## src/rtl/operand_skew_feeder.sv

```systemverilog
// Operand skew feeder: streams K operand columns from a buffer into a
// 4-lane systolic array, delaying lane i by i beats so that lane i of
// beat t carries row i of column t-i. Emits K+3 beats per tile.
// Beat 0 leaves combinationally from the buffer read data, which meets
// the two-cycle start-to-beat latency. A single skid register catches a
// read that returns while the array is stalling.
module operand_skew_feeder (
  input  logic        clk,
  input  logic        rst,
  input  logic        start,
  input  logic [9:0]  base,
  input  logic [7:0]  len,
  output logic        rd_en,
  output logic [9:0]  rd_addr,
  input  logic [63:0] rd_data,
  output logic [63:0] out_data,
  output logic        out_valid,
  input  logic        out_ready,
  output logic        busy,
  output logic        done
);

  localparam int LANES = 4;
  localparam int LW    = 16;

  typedef enum logic [1:0] {IDLE, RUN, DRAIN, FINISH} state_t;

  state_t      state_q;
  logic        busy_q;
  logic        done_q;
  logic [7:0]  len_q;
  logic [9:0]  rd_addr_q;
  logic [7:0]  rd_left_q;
  logic [8:0]  beat_q;
  logic        rd_pend_q;
  logic        skid_vld_q;
  logic [63:0] skid_q;

  logic        active;
  logic        col_phase;
  logic        head_avail;
  logic        fire;
  logic        last_beat;
  logic        start_ok;
  logic [63:0] head_col;

  assign active     = (state_q == RUN) || (state_q == DRAIN);
  // Beats 0..K-1 take a fresh column; beats K..K+2 only flush the skew.
  assign col_phase  = beat_q < {1'b0, len_q};
  assign head_avail = col_phase ? (skid_vld_q || rd_pend_q) : 1'b1;
  assign out_valid  = active && head_avail;
  assign fire       = out_valid && out_ready;
  assign last_beat  = beat_q == ({1'b0, len_q} + 9'd2);
  assign start_ok   = (state_q == IDLE) && start;

  // Column feeding the current beat: the skid register holds the oldest
  // column when occupied, otherwise the read returning this cycle.
  assign head_col = !col_phase ? 64'd0 :
                    skid_vld_q ? skid_q :
                    rd_pend_q  ? rd_data : 64'd0;

  // Hold off reads whenever a column is waiting and the array stalls, so
  // the skid register and the in-flight read are never both occupied.
  assign rd_en   = (state_q == RUN) && !((skid_vld_q || rd_pend_q) && !out_ready);
  assign rd_addr = rd_addr_q;
  assign busy    = busy_q;
  assign done    = done_q;

  // State machine with read-issue counters and the beat counter
  always_ff @(posedge clk or negedge rst) begin
    if (!rst) begin
      state_q   <= IDLE;
      busy_q    <= 1'b0;
      done_q    <= 1'b0;
      len_q     <= 8'd0;
      rd_addr_q <= 10'd0;
      rd_left_q <= 8'd0;
      beat_q    <= 9'd0;
    end else begin
      if (fire) begin
        beat_q <= beat_q + 9'd1;
      end
      unique case (state_q)
        IDLE: begin
          done_q <= 1'b0;
          if (start) begin
            len_q     <= len;
            rd_addr_q <= base;
            rd_left_q <= len;
            beat_q    <= 9'd0;
            if (len != 8'd0) begin
              state_q <= RUN;
              busy_q  <= 1'b1;
            end else begin
              state_q <= FINISH;
              done_q  <= 1'b1;
            end
          end
        end
        RUN: begin
          if (rd_en) begin
            rd_addr_q <= rd_addr_q + 10'd1;
            rd_left_q <= rd_left_q - 8'd1;
            if (rd_left_q == 8'd1) begin
              state_q <= DRAIN;
            end
          end
        end
        DRAIN: begin
          if (fire && last_beat) begin
            state_q <= FINISH;
            busy_q  <= 1'b0;
            done_q  <= 1'b1;
          end
        end
        FINISH: begin
          state_q <= IDLE;
          done_q  <= 1'b0;
        end
        default: state_q <= IDLE;
      endcase
    end
  end

  // Track the in-flight read and park its data when the array stalls
  always_ff @(posedge clk or negedge rst) begin
    if (!rst) begin
      rd_pend_q  <= 1'b0;
      skid_vld_q <= 1'b0;
      skid_q     <= 64'd0;
    end else begin
      rd_pend_q <= rd_en;
      if (skid_vld_q) begin
        if (fire) begin
          skid_vld_q <= rd_pend_q;
          skid_q     <= rd_data;
        end
      end else if (rd_pend_q && !fire) begin
        skid_vld_q <= 1'b1;
        skid_q     <= rd_data;
      end
    end
  end

  // Lane 0 is undelayed
  assign out_data[LW-1:0] = head_col[LW-1:0];

  // Lane gi delays its row by gi accepted beats
  for (genvar gi = 1; gi < LANES; gi++) begin : g_lane
    logic [LW-1:0] line_q [gi];

    // Shift on every accepted beat; clear when a tile starts
    always_ff @(posedge clk or negedge rst) begin
      if (!rst) begin
        for (int j = 0; j < gi; j++) begin
          line_q[j] <= '0;
        end
      end else if (start_ok) begin
        for (int j = 0; j < gi; j++) begin
          line_q[j] <= '0;
        end
      end else if (fire) begin
        line_q[0] <= head_col[LW*gi +: LW];
        for (int j = 1; j < gi; j++) begin
          line_q[j] <= line_q[j-1];
        end
      end
    end

    assign out_data[LW*gi +: LW] = line_q[gi-1];
  end

endmodule

```

## config.mk

```make
export PLATFORM = sky130hd
export DESIGN_NAME = operand_skew_feeder
export DESIGN_NICKNAME = d
export VERILOG_FILES = /design/src/rtl/operand_skew_feeder.sv
export SDC_FILE = /design/constraint.sdc
export NUM_CORES = 1
export LEC_CHECK = 0
export BUFFER_PORTS_ARGS = -buffer_cell sky130_fd_sc_hd__buf_2
export CELL_PAD_IN_SITES_DETAIL_PLACEMENT = 0
export CELL_PAD_IN_SITES_GLOBAL_PLACEMENT = 1
export CORE_MARGIN = 1
export CORE_UTILIZATION = 47
export DETAILED_ROUTE_END_ITERATION = 12
export PLACE_DENSITY_LB_ADDON = 0.1
export SLEW_MARGIN = 20
export SYNTH_ARGS = -nofsm -noshare
export SYNTH_HDL_FRONTEND = slang
export SYNTH_SLANG_ARGS = --single-unit
```

## constraint.sdc

```tcl
create_clock -name clk -period 5.2 [get_ports clk]
set_clock_uncertainty 0.05 [all_clocks]
set_input_delay 0.26 -clock clk [delete_from_list [all_inputs] [get_ports clk]]
set_output_delay 0.26 -clock clk [all_outputs]
set_load 0.03 [all_outputs]
```

# Word-level counts from Yosys, hierarchy flattened
# Cells that the tools add are included.
# W data, S select, Z words.
dict set report word_totals {
  reg_bits 201
  in_bits 86
  out_inout_bits 78
  wordCells 96
}
dict set report op_classes {
  n_addsub 4
  magnitude_cmp 1
  eq_ne 11
  muxes 39
  reduce_logical 25
}
# operator count
set ops {}
lappend ops {{$mux W64} 6}
lappend ops {{$mux W48} 2}
lappend ops {{$mux W32} 2}
lappend ops {{$mux W16} 2}
lappend ops {{$mux W9} 3}
lappend ops {{$mux W10} 2}
lappend ops {{$pmux W10 S2} 1}
lappend ops {{$mux W8} 2}
lappend ops {{$pmux W8 S2} 1}
lappend ops {{$add A10 B1 Y10 const B} 1}
lappend ops {{$mux W1} 10}
lappend ops {{$mux W2} 5}
lappend ops {{$add A8 B2 Y9 const B} 1}
lappend ops {{$add A9 B1 Y9 const B} 1}
lappend ops {{$eq A9 B9 Y1} 1}
lappend ops {{$lt A9 B8 Y1} 1}
lappend ops {{$eq A8 B1 Y1 const B} 1}
lappend ops {{$ne A2 B1 Y1 const B} 4}
lappend ops {{$pmux W2 S4} 1}
lappend ops {{$reduce_and A4 Y1} 2}
lappend ops {{$reduce_bool A2 Y1} 4}
lappend ops {{$reduce_bool A8 Y1} 1}
lappend ops {{$sub A8 B1 Y8 const B} 1}
lappend ops {{$logic_and A1 B1 Y1} 7}
lappend ops {{other kinds (11)} 18}

# Logic depth before layout (Yosys ltp)
# Gate-level depths: netlist of run 1.
dict set report logic_depth {
  word_depth 8
  ltp_mapped 11
  ltp_nobuf 9
}

# Worst setup path after synthesis of run 1
# No wires, ideal clock.
dict set report synth_path {
  kind {reg2out}
  start {register len_q[6]}
  end {output out_data[10]}
  t_arrival_ns 2.092
  required_ns 4.890
  path_slack_ns 2.798
  path_stages_with_launch 9
  path_cell_list {dfrtp_1 -> inv_1 -> ha_1 -> a21o_1 -> a211o_1 -> nand2b_4 -> buf_6 -> clkbuf_1 -> nor2_1}
}
dict set report synth_between {
  elab_chain_cells 2
}
# element line
set synth_lines {}
lappend synth_lines {{start: declaration} 31} ;# logic [7:0] len_q;
lappend synth_lines {{start signal: assignment} 87} ;# len_q <= len;
lappend synth_lines {{$lt A9 B8 Y1} 49} ;# assign col_phase = beat_q < {1'b0, len_q};
lappend synth_lines {{$mux W64} 58} ;# assign head_col = !col_phase ? 64'd0 :
lappend synth_lines {{end: declaration} 16} ;# output logic [63:0] out_data,
# No other way between the ends.

# Worst setup path in the final report of run 1
dict set report layout_path {
  start {register len_q[6]}
  end {register g_lane[2].line_q[24] (netlist bit)}
}
dict set report layout_between {
  elab_chain_cells 5
}
# element line
set layout_lines {}
lappend layout_lines {{$lt A9 B8 Y1 *} 49}
lappend layout_lines {{$mux W1} 50} ;# assign head_avail = col_phase ? (skid_vld_q || rd_pend_q) : 1'b1;
lappend layout_lines {{$logic_and A1 B1 Y1} 51} ;# assign out_valid = active && head_avail;
lappend layout_lines {{$logic_and A1 B1 Y1} 52} ;# assign fire = out_valid && out_ready;
lappend layout_lines {{$reduce_bool A2 Y1 (no line)} -}
lappend layout_lines {{end signal: indexed assignment} 165} ;# line_q[j] <= line_q[j-1];
lappend layout_lines {{end: declaration} 150} ;# logic [LW-1:0] line_q [gi];
# Mark *: on every way between the ends. The rest lies on a longest branch, timed or not. The select of a mux whose other input is x is not followed.
# A chain may end at the register's enable or synchronous reset.

==> run summary, run 1 <==
status: finished, final reports clean
Synth Register Bits: 201
Antenna Nets Post-Route: 0
Synth Warn #: 0
share of post-route cells with drive strength above 1: 27.1%
Hold Crit Class: in -> reg
row cnt: 51
largest net degree at the start of global routing: 112
Core Region: 19500 sq um
via count: 7183
Initial Util: 48.2%
Setup TNS Final: 0 ps
total CTS buffers: 23
commonest non-fill, non-tap cells in the layout: 200 x dfrtp_1, 164 x nand2_1, 162 x buf_2, 79 x dlygate4sd3_1, 72 x a21oi_1
critical path peak fanout: 54
diodes inserted: 0
Switching Share: 41.1%
slew of the pin with the lowest slew margin: 756 ps
Starting DRT DRC Count: 337
Die Area: 20600 sq um
Peak Freq: 309 MHz
syn_nets: 1020
internal power: 4.49 mW
Slew Viols, Final: 0
design area: 11700 sq um
Comb pwr share: 44.2%
startpoint types: flip-flop
GRT overflow: 0
pwr dens: 653 nW/um^2
worst vdd ir: 370 uV
EDFF count, synth: 0
WL per Instance: 15.8 um
chip height: 143 um
CTS tree: done
Setup CP Type: reg -> reg
Setup Fix Bufs, Post-CTS: 0
Top Ports: 164
CP max-delay cell: or3_4
Pleak: 5.36 nW
Area Growth Syn to Fin: 24.2%
Critical Path AT: 3550 ps
Synth Area per Inst: 10.3 sq um
Seq/Total Area, Yosys: 53.5%
Setup-failing EPs final: 0
final WL: 21.8 mm
layout net count: 1202
Longest Clk Path Bufs: 3
switching power: 3.14 mW
Distinct cells, synth: 48
Pre-antenna DRT Iters: 4
clock sink count: 201
total power: 7.64 mW
GRT Total Usage: 21.5%
commonest non-fill, non-tap cell in the layout: dfrtp_1
Die Wd: 143 um
Routability Congestion: 0.788
Worst-path clk slew: 60 ps
global-route wire length before repair: 35.5 mm
fin crit share: 62.3%
WP data required: 5510 ps
RSZ-0062 raised after global routing: no
Top FF cell, synth: dfrtp_1
Mapped Area: 9410 sq um
Syn Inst Count: 917
Slew Limit Headroom: 49.6%
critical path, cell by cell: inv_1, ha_1, a21o_1, a211o_1, nor3_2, a21o_2, buf_4, or3_4, o21ai_0
share of flip-flops with an asynchronous set or reset: 100%
clk_lat worst skew: 500 ps
Util after Layout: 59.8%
post-layout minimum cycle time: 3240 ps
critical path endpoint category: flip-flop
sequential fraction of design power: 35.7%
pre-CTS WS: 1910 ps
Area after DPL: 10200 sq um
Setup WS post-layout: 1960 ps
antenna violations before repair: 0
CTS root buf: clkbuf_16
Worst path max stage delay: 660 ps
Max H-tree Level: 1
HPWL after detailed placement: 13.4 mm
Clock Power Share: 20.1%
Via density: 5.21
max-cap viol count: 0
DRC violations left: 0
vias in the first global route: 6972
number of failing hold endpoints at the final stage: 0
IO Port Bufs: 163
-- state kept, by name (all words and copies together), names as in the netlist --
register and cells:
skid_vld_q 1, g_lane.line_q 64, beat_q 9, out_data 32
state_q 2, rd_pend_q 1, skid_q 64, len_q 8
rd_addr 10, done 1, rd_left_q 8, busy 1
-- through the flow --
stage | instances | hold slack (ps)
floorplan | 917 | -85.6
global placement | 1259 | 322
detailed placement | 1260 | 321
CTS | 1378 | 2.50
global route | 1378 | 27.9
finish | 1378 | 19.0
-- worst max-delay path: cells and delay by family (launching register included) --
kind	cells	cell delay, ps
DFF	1	370
buffers and inverters	2	560
adders and majority gates	1	310
AOI/OAI and AO/OA	4	870
and+or+nand+nor	2	900
-- final cells by class --
| type | count | area, sq um |
|---|---|---|
| tap | 265 | 332 |
| timing repair buffer | 252 | 1730 |
| clock buffer | 32 | 619 |
| clock inverter | 7 | 88.8 |
| sequential | 201 | 5030 |
| inverter | 19 | 71.3 |
| multi-input combinational | 602 | 3810 |
| fill | 1739 | 7840 |
-- routing by layer --
| metal | GRT usage (%) | share of wire (%) | vias to the layer above |
|---|---|---|---|
| li1 | - | - | 3547 |
| met1 | 30.9 | 48 | 3440 |
| met2 | 33.0 | 45 | 166 |
| met3 | 4.07 | 5.0 | 30 |
| met4 | 6.44 | 1.8 | 0 |
| met5 | 0 | 0 | - |
-- final timing paths --
kind	startpoint	end	slack [ps]	cells past startpoint
min reg2reg	g_lane[1].line_q[15]	g_lane[1].line_q[15]	420	2
max in group asynchronous	rst	g_lane[2].line_q[22]	3720	3
max reg2reg	len_q[6]	g_lane[2].line_q[24]	1960	9
max	len_q[6]	g_lane[2].line_q[24]	1960	9
min in group asynchronous	rst	rd_addr[9]	330	2
min	base[1]	rd_addr[1]	20	3
-- repair_timing --
item | 4_1_cts | 5_1_grt
gates resized for setup | 0 | 0
hold buffers | 79 | 0
hold endpoints to repair | 184 | 0
-- cells by family (layout without fill, tap and decap cells) --
kind of cell | count (synthesis) | after routing | synth area share [%]
AND/OR/NAND/NOR | 253 | 253 | 11.6
AO/OA/AOI/OAI | 243 | 243 | 16.1
flip-flops | 201 | 201 | 53.5
buffers and inverters | 114 | 310 | 6.42
multiplexers | 71 | 71 | 8.43
adder cells (fa/ha/maj) | 19 | 19 | 2.47
XOR/XNOR | 16 | 16 | 1.49
-- power by group through the flow --
stage	logic [mW]	clock network, mW	registers, mW
5_1_grt	3.72	1.64	2.81
3_3_place_gp	3.29	0	2.72
4_1_cts	3.41	1.58	2.72
3_5_place_dp	3.35	0	2.74
6_report	3.38	1.54	2.72
2_1_floorplan	2.54	0	2.77
-- Yosys cell counts, types with 2 or more instances --
cell | instances | area share [%]
buf_6 | 4 | 0.48
nand2_1 | 164 | 6.5
a22oi_1 | 64 | 5.1
nor2_1 | 32 | 1.3
nand4b_1 | 2 | 0.19
mux2i_1 | 5 | 0.53
nand4_1 | 4 | 0.27
buf_2 | 18 | 0.96
ha_1 | 17 | 2.3
nor3_2 | 2 | 0.21
and3_1 | 8 | 0.53
a21boi_0 | 2 | 0.16
xnor2_1 | 12 | 1.1
clkbuf_1 | 39 | 1.6
o21ai_0 | 58 | 3.1
and2_1 | 2 | 0.13
xor2_1 | 4 | 0.37
nand2b_1 | 2 | 0.13
nor2b_1 | 3 | 0.20
nand3_1 | 20 | 1.1
mux2_2 | 65 | 7.8
nor3b_1 | 2 | 0.16
nor4_1 | 2 | 0.13
buf_4 | 33 | 2.6
inv_1 | 18 | 0.72
o21ai_2 | 20 | 1.9
o22ai_1 | 13 | 0.86
a21o_1 | 4 | 0.32
a21oi_1 | 73 | 3.9
dfrtp_1 | 201 | 53
nor3_1 | 6 | 0.32
maj3_1 | 2 | 0.21
(Power assumes the default switching activity.)
==> run 2, diff against run 1 <==
--- a/config.mk
+++ b/config.mk
@@ -5,11 +5,12 @@
 export SDC_FILE = /design/constraint.sdc
 export NUM_CORES = 1
 export LEC_CHECK = 0
+export ABC_AREA = 1
 export BUFFER_PORTS_ARGS = -buffer_cell sky130_fd_sc_hd__buf_2
 export CELL_PAD_IN_SITES_DETAIL_PLACEMENT = 0
 export CELL_PAD_IN_SITES_GLOBAL_PLACEMENT = 1
 export CORE_MARGIN = 1
-export CORE_UTILIZATION = 47
+export CORE_UTILIZATION = 42
 export DETAILED_ROUTE_END_ITERATION = 12
 export PLACE_DENSITY_LB_ADDON = 0.1
 export SLEW_MARGIN = 20
==> constraint.sdc (replaced) <==
create_clock -name clk -period 3.1 [get_ports clk]
set_clock_uncertainty 0.05 [all_clocks]
set_input_delay 0.155 -clock clk [delete_from_list [all_inputs] [get_ports clk]]
set_output_delay 0.155 -clock clk [all_outputs]
set_load 0.03 [all_outputs]
==> run 2 against run 1 <==
Sequential share of layout area shrank 2.2 points; sequential cell count is the same; worst setup slack got worse by 1500 ps; via count up 13%; combinational power rose by 64%; global-route usage is 0.067 points higher; final cell count grew 20%; largest power group unchanged.
==> run summary, run 2 <==
pwr dens: 1040 nW/um^2 (+59%)
Die Wd: 155 um (+7.9%)
Slew Viols, Final: 0 (unchanged)
layout net count: 1425 (+19%)
global-route wire length before repair: 42.0 mm (+18%)
share of post-route cells with drive strength above 1: 17.5% (-9.6 points)
Starting DRT DRC Count: 516 (+53%)
Hold Startpoint: start
CTS tree: done
Synth Area per Inst: 8.64 sq um (-16%)
Top FF cell, synth: dfrtp_1
Initial Util: 43.0% (-5.1 points)
Area after DPL: 10600 sq um (+4.4%)
critical path peak fanout: 16 (-70%)
CP top delay family: buffers and inverters
Setup WS post-layout: 495 ps (-1470 ps)
row cnt: 55 (+7.8%)
post-layout minimum cycle time: 2610 ps
Peak Freq: 384 MHz
placed cells: 1526 (+21%)
CTS root buf: clkbuf_16
Highest Signal Layer: met4
Via density: 4.93 (-5.4%)
WHS: 59.0 ps (+40.1 ps)
total CTS buffers: 24 (+4.3%)
Pleak: 6.09 nW (+14%)
Worst-path clk slew: 50 ps (about the same)
Longest Clk Path Bufs: 3 (unchanged)
clock sink count: 201 (unchanged)
Routability Congestion: 0.817 (+3.8%)
most used cell, CP: nand2_1
met3 wire len: 1.22 mm (+12%)
Area Growth Syn to Fin: 25.4%
diodes inserted: 0 (unchanged)
met2 WL post-DR: 10.9 mm (+10%)
Die Area: 24000 sq um (+16%)
Worst Hold Endpoint: done
pre-CTS WS: 566 ps (-1340 ps)
Clock Power Share: 23.0% (+2.9 points)
worst vdd ir: 653 uV (+77%)
WP data required: 2890 ps (-2620 ps)
final WL: 25.1 mm (+16%)
GRT Total Usage: 21.6% (+0.067 points)
Pre-antenna DRT Iters: 5 (+1)
Mapped Area: 9810 sq um (+4.2%)
slew of the pin with the lowest slew margin: 783 ps (+26.5 ps)
antenna violations before repair: 0 (unchanged)
Setup TNS Final: 0 ps (unchanged)
Hold Crit Class: in -> reg
WP buf/inv: 3 (+1)
Worst path max stage delay: 470 ps (-190 ps)
most frequent cell after synthesis: dfrtp_1
max-cap viol count: 0 (unchanged)
Core Region: 22800 sq um (+17%)
critical path depth: 9 (unchanged)
sequential fraction of design power: 33.4% (-2.3 points)
commonest non-fill, non-tap cells in the layout: 200 x dfrtp_1, 164 x nand2_1, 162 x buf_2, 157 x inv_1, 105 x nand3_1
synth top area cells: dfrtp_1 51%, nand2_1 6.3%, inv_1 6.0%, nand3_1 5.4%, o21ai_0 5.3%
via count: 8145 (+13%)
commonest cells in the netlist: 201 x dfrtp_1, 165 x nand2_1, 157 x inv_1, 105 x nand3_1, 103 x o21ai_0
worst r2r dst: skid_q[0]
total power: 12.8 mW (+67%)
post-synth top area share: 51.3% (-2.2 points)
Setup CP Type: reg -> out
DRC violations left: 0 (unchanged)
Distinct cells, synth: 35 (-27%)
Switching Share: 43.3% (+2.2 points)
Synth Warn #: 0 (unchanged)
RSZ-0062 raised after global routing: no
chip height: 155 um (+7.9%)
Max H-tree Level: 1 (unchanged)
non-filler cells, final: 1651 (+20%)
number of failing hold endpoints at the final stage: 0 (unchanged)
largest net degree at the start of global routing: 87 (-22%)
critical path endpoint category: output port
CP max-delay cell: dfrtp_1
Comb pwr share: 43.6% (-0.6 points)
Syn Inst Count: 1135 (+24%)
vias in the first global route: 8068 (+16%)
share of flip-flops with an asynchronous set or reset: 100% (unchanged)
r2r setup slk: 580 ps (-1380 ps)
Top Ports: 164 (unchanged)
startpoint types: flip-flop
Slew Limit Headroom: 47.8% (-1.8 points)
critical path, cell by cell: inv_1, ha_1, a21oi_1, nand2_1, nand2_1, nand3_2, buf_4, nor2_1, buf_2
GRT overflow: 0 (unchanged)
status: finished, final reports clean
internal power: 7.23 mW (+61%)
Setup-failing EPs final: 0 (unchanged)
HPWL after detailed placement: 15.8 mm (+18%)
R2R cell count: 12 (+3)
syn_nets: 1238 (+21%)
Seq/Total Area, Yosys: 51.3% (-2.2 points)
Hold Path Depth: 5 (+2)
Synth area leader: dfrtp_1
Metal-1 WL: 12.5 mm (+20%)
fin crit share: 84.0%
Util after Layout: 54.0% (-5.8 points)
WL per Instance: 15.2 um (-3.6%)
Critical Path AT: 2400 ps (-1150 ps)
Antenna Nets Post-Route: 0 (unchanged)
IO Port Bufs: 163 (unchanged)
design area: 12300 sq um (+5.3%)
commonest non-fill, non-tap cell in the layout: dfrtp_1
switching power: 5.52 mW (+76%)
Crit Reg-Reg Startpoint: len_q[4]
Setup Fix Bufs, Post-CTS: 0 (unchanged)
clk_lat worst skew: 530 ps (+30 ps)
EDFF count, synth: 0 (unchanged)
Synth Register Bits: 201 (unchanged)
## run 2: cell types whose count changed in the layout (fill, tap and decap cells not counted), sizes merged, moves of 5 or more
cell   previous run  this run
o31ai             1        33
nand3            20       108
o21ai            78       164
mux2             66         0
inv              20       159
nand4             4         9
nor2             32        46
buf             172       183
mux2i             5         0
xnor2            12         1
a21oi            73        23
and3              8         0
## run 2: cell type report
class | count | area [sq um]
clock buffers | 36 | 706
clock inverters | 6 | 130
fillers | 2147 | 10500
inverters | 159 | 597
multi-input cells | 669 | 3590
flip-flops and latches | 201 | 5030
well taps | 313 | 392
repair buffers | 267 | 1850
## run 2: worst max-delay path by stage
| stage | from | to | slack [ps] |
|---|---|---|---|
| after floorplan | len_q[4] | skid_q[10] | 1030 |
| after global placement | len_q[4] | skid_q[0] | 610 |
| after detailed placement | len_q[4] | skid_q[2] | 570 |
| after CTS | len_q[4] | out_data[4] | 450 |
| after global routing | len_q[4] | skid_q[6] | 270 |
| final | len_q[4] | out_data[1] | 490 |
## run 2: repair_timing
action,4_1_cts,5_1_grt
hold endpoints to repair,218,0
resized for setup,0,0
hold buffers,83,0
## run 2: power groups by stage
stage	clock (mW)	combinational, mW	sequential, mW
after global placement	0	5.47	4.28
after global routing	3.11	6.29	4.39
final	2.94	5.56	4.26
after floorplan	0	4.09	4.40
after CTS	3.01	5.62	4.26
after detailed placement	0	5.53	4.29
## run 2: worst reg2reg max path: stages (launching register included)
cell	delay (ps)
dfrtp_1	470
inv_1	90
ha_1	300
nand2_1	70
nor2_1	140
nand3_2	110
nand4_2	150
nand2_2	90
nor2_4	180
nand2_1	120
o21ai_4	100
buf_4	380
o21ai_0	150
## run 2: layer usage
metal	GRT usage [%]	vias to the layer above
met5	0	-
met4	5.52	0
met3	3.64	32
met2	33.5	197
met1	31.3	3765
li1	-	4151
## run 2: kinds of logic (layout without fill, tap and decap cells)
kind of cell    count (synthesis)  in the layout  synth area share, %
flops                         201            201                 51.3
simple gates                  340            340                 15.2
compound gates                309            309                 18.8
xor+xnor                        3              3                0.268
buf+inv                       265            468                 12.4
fa+ha+maj                      17             17                 2.17
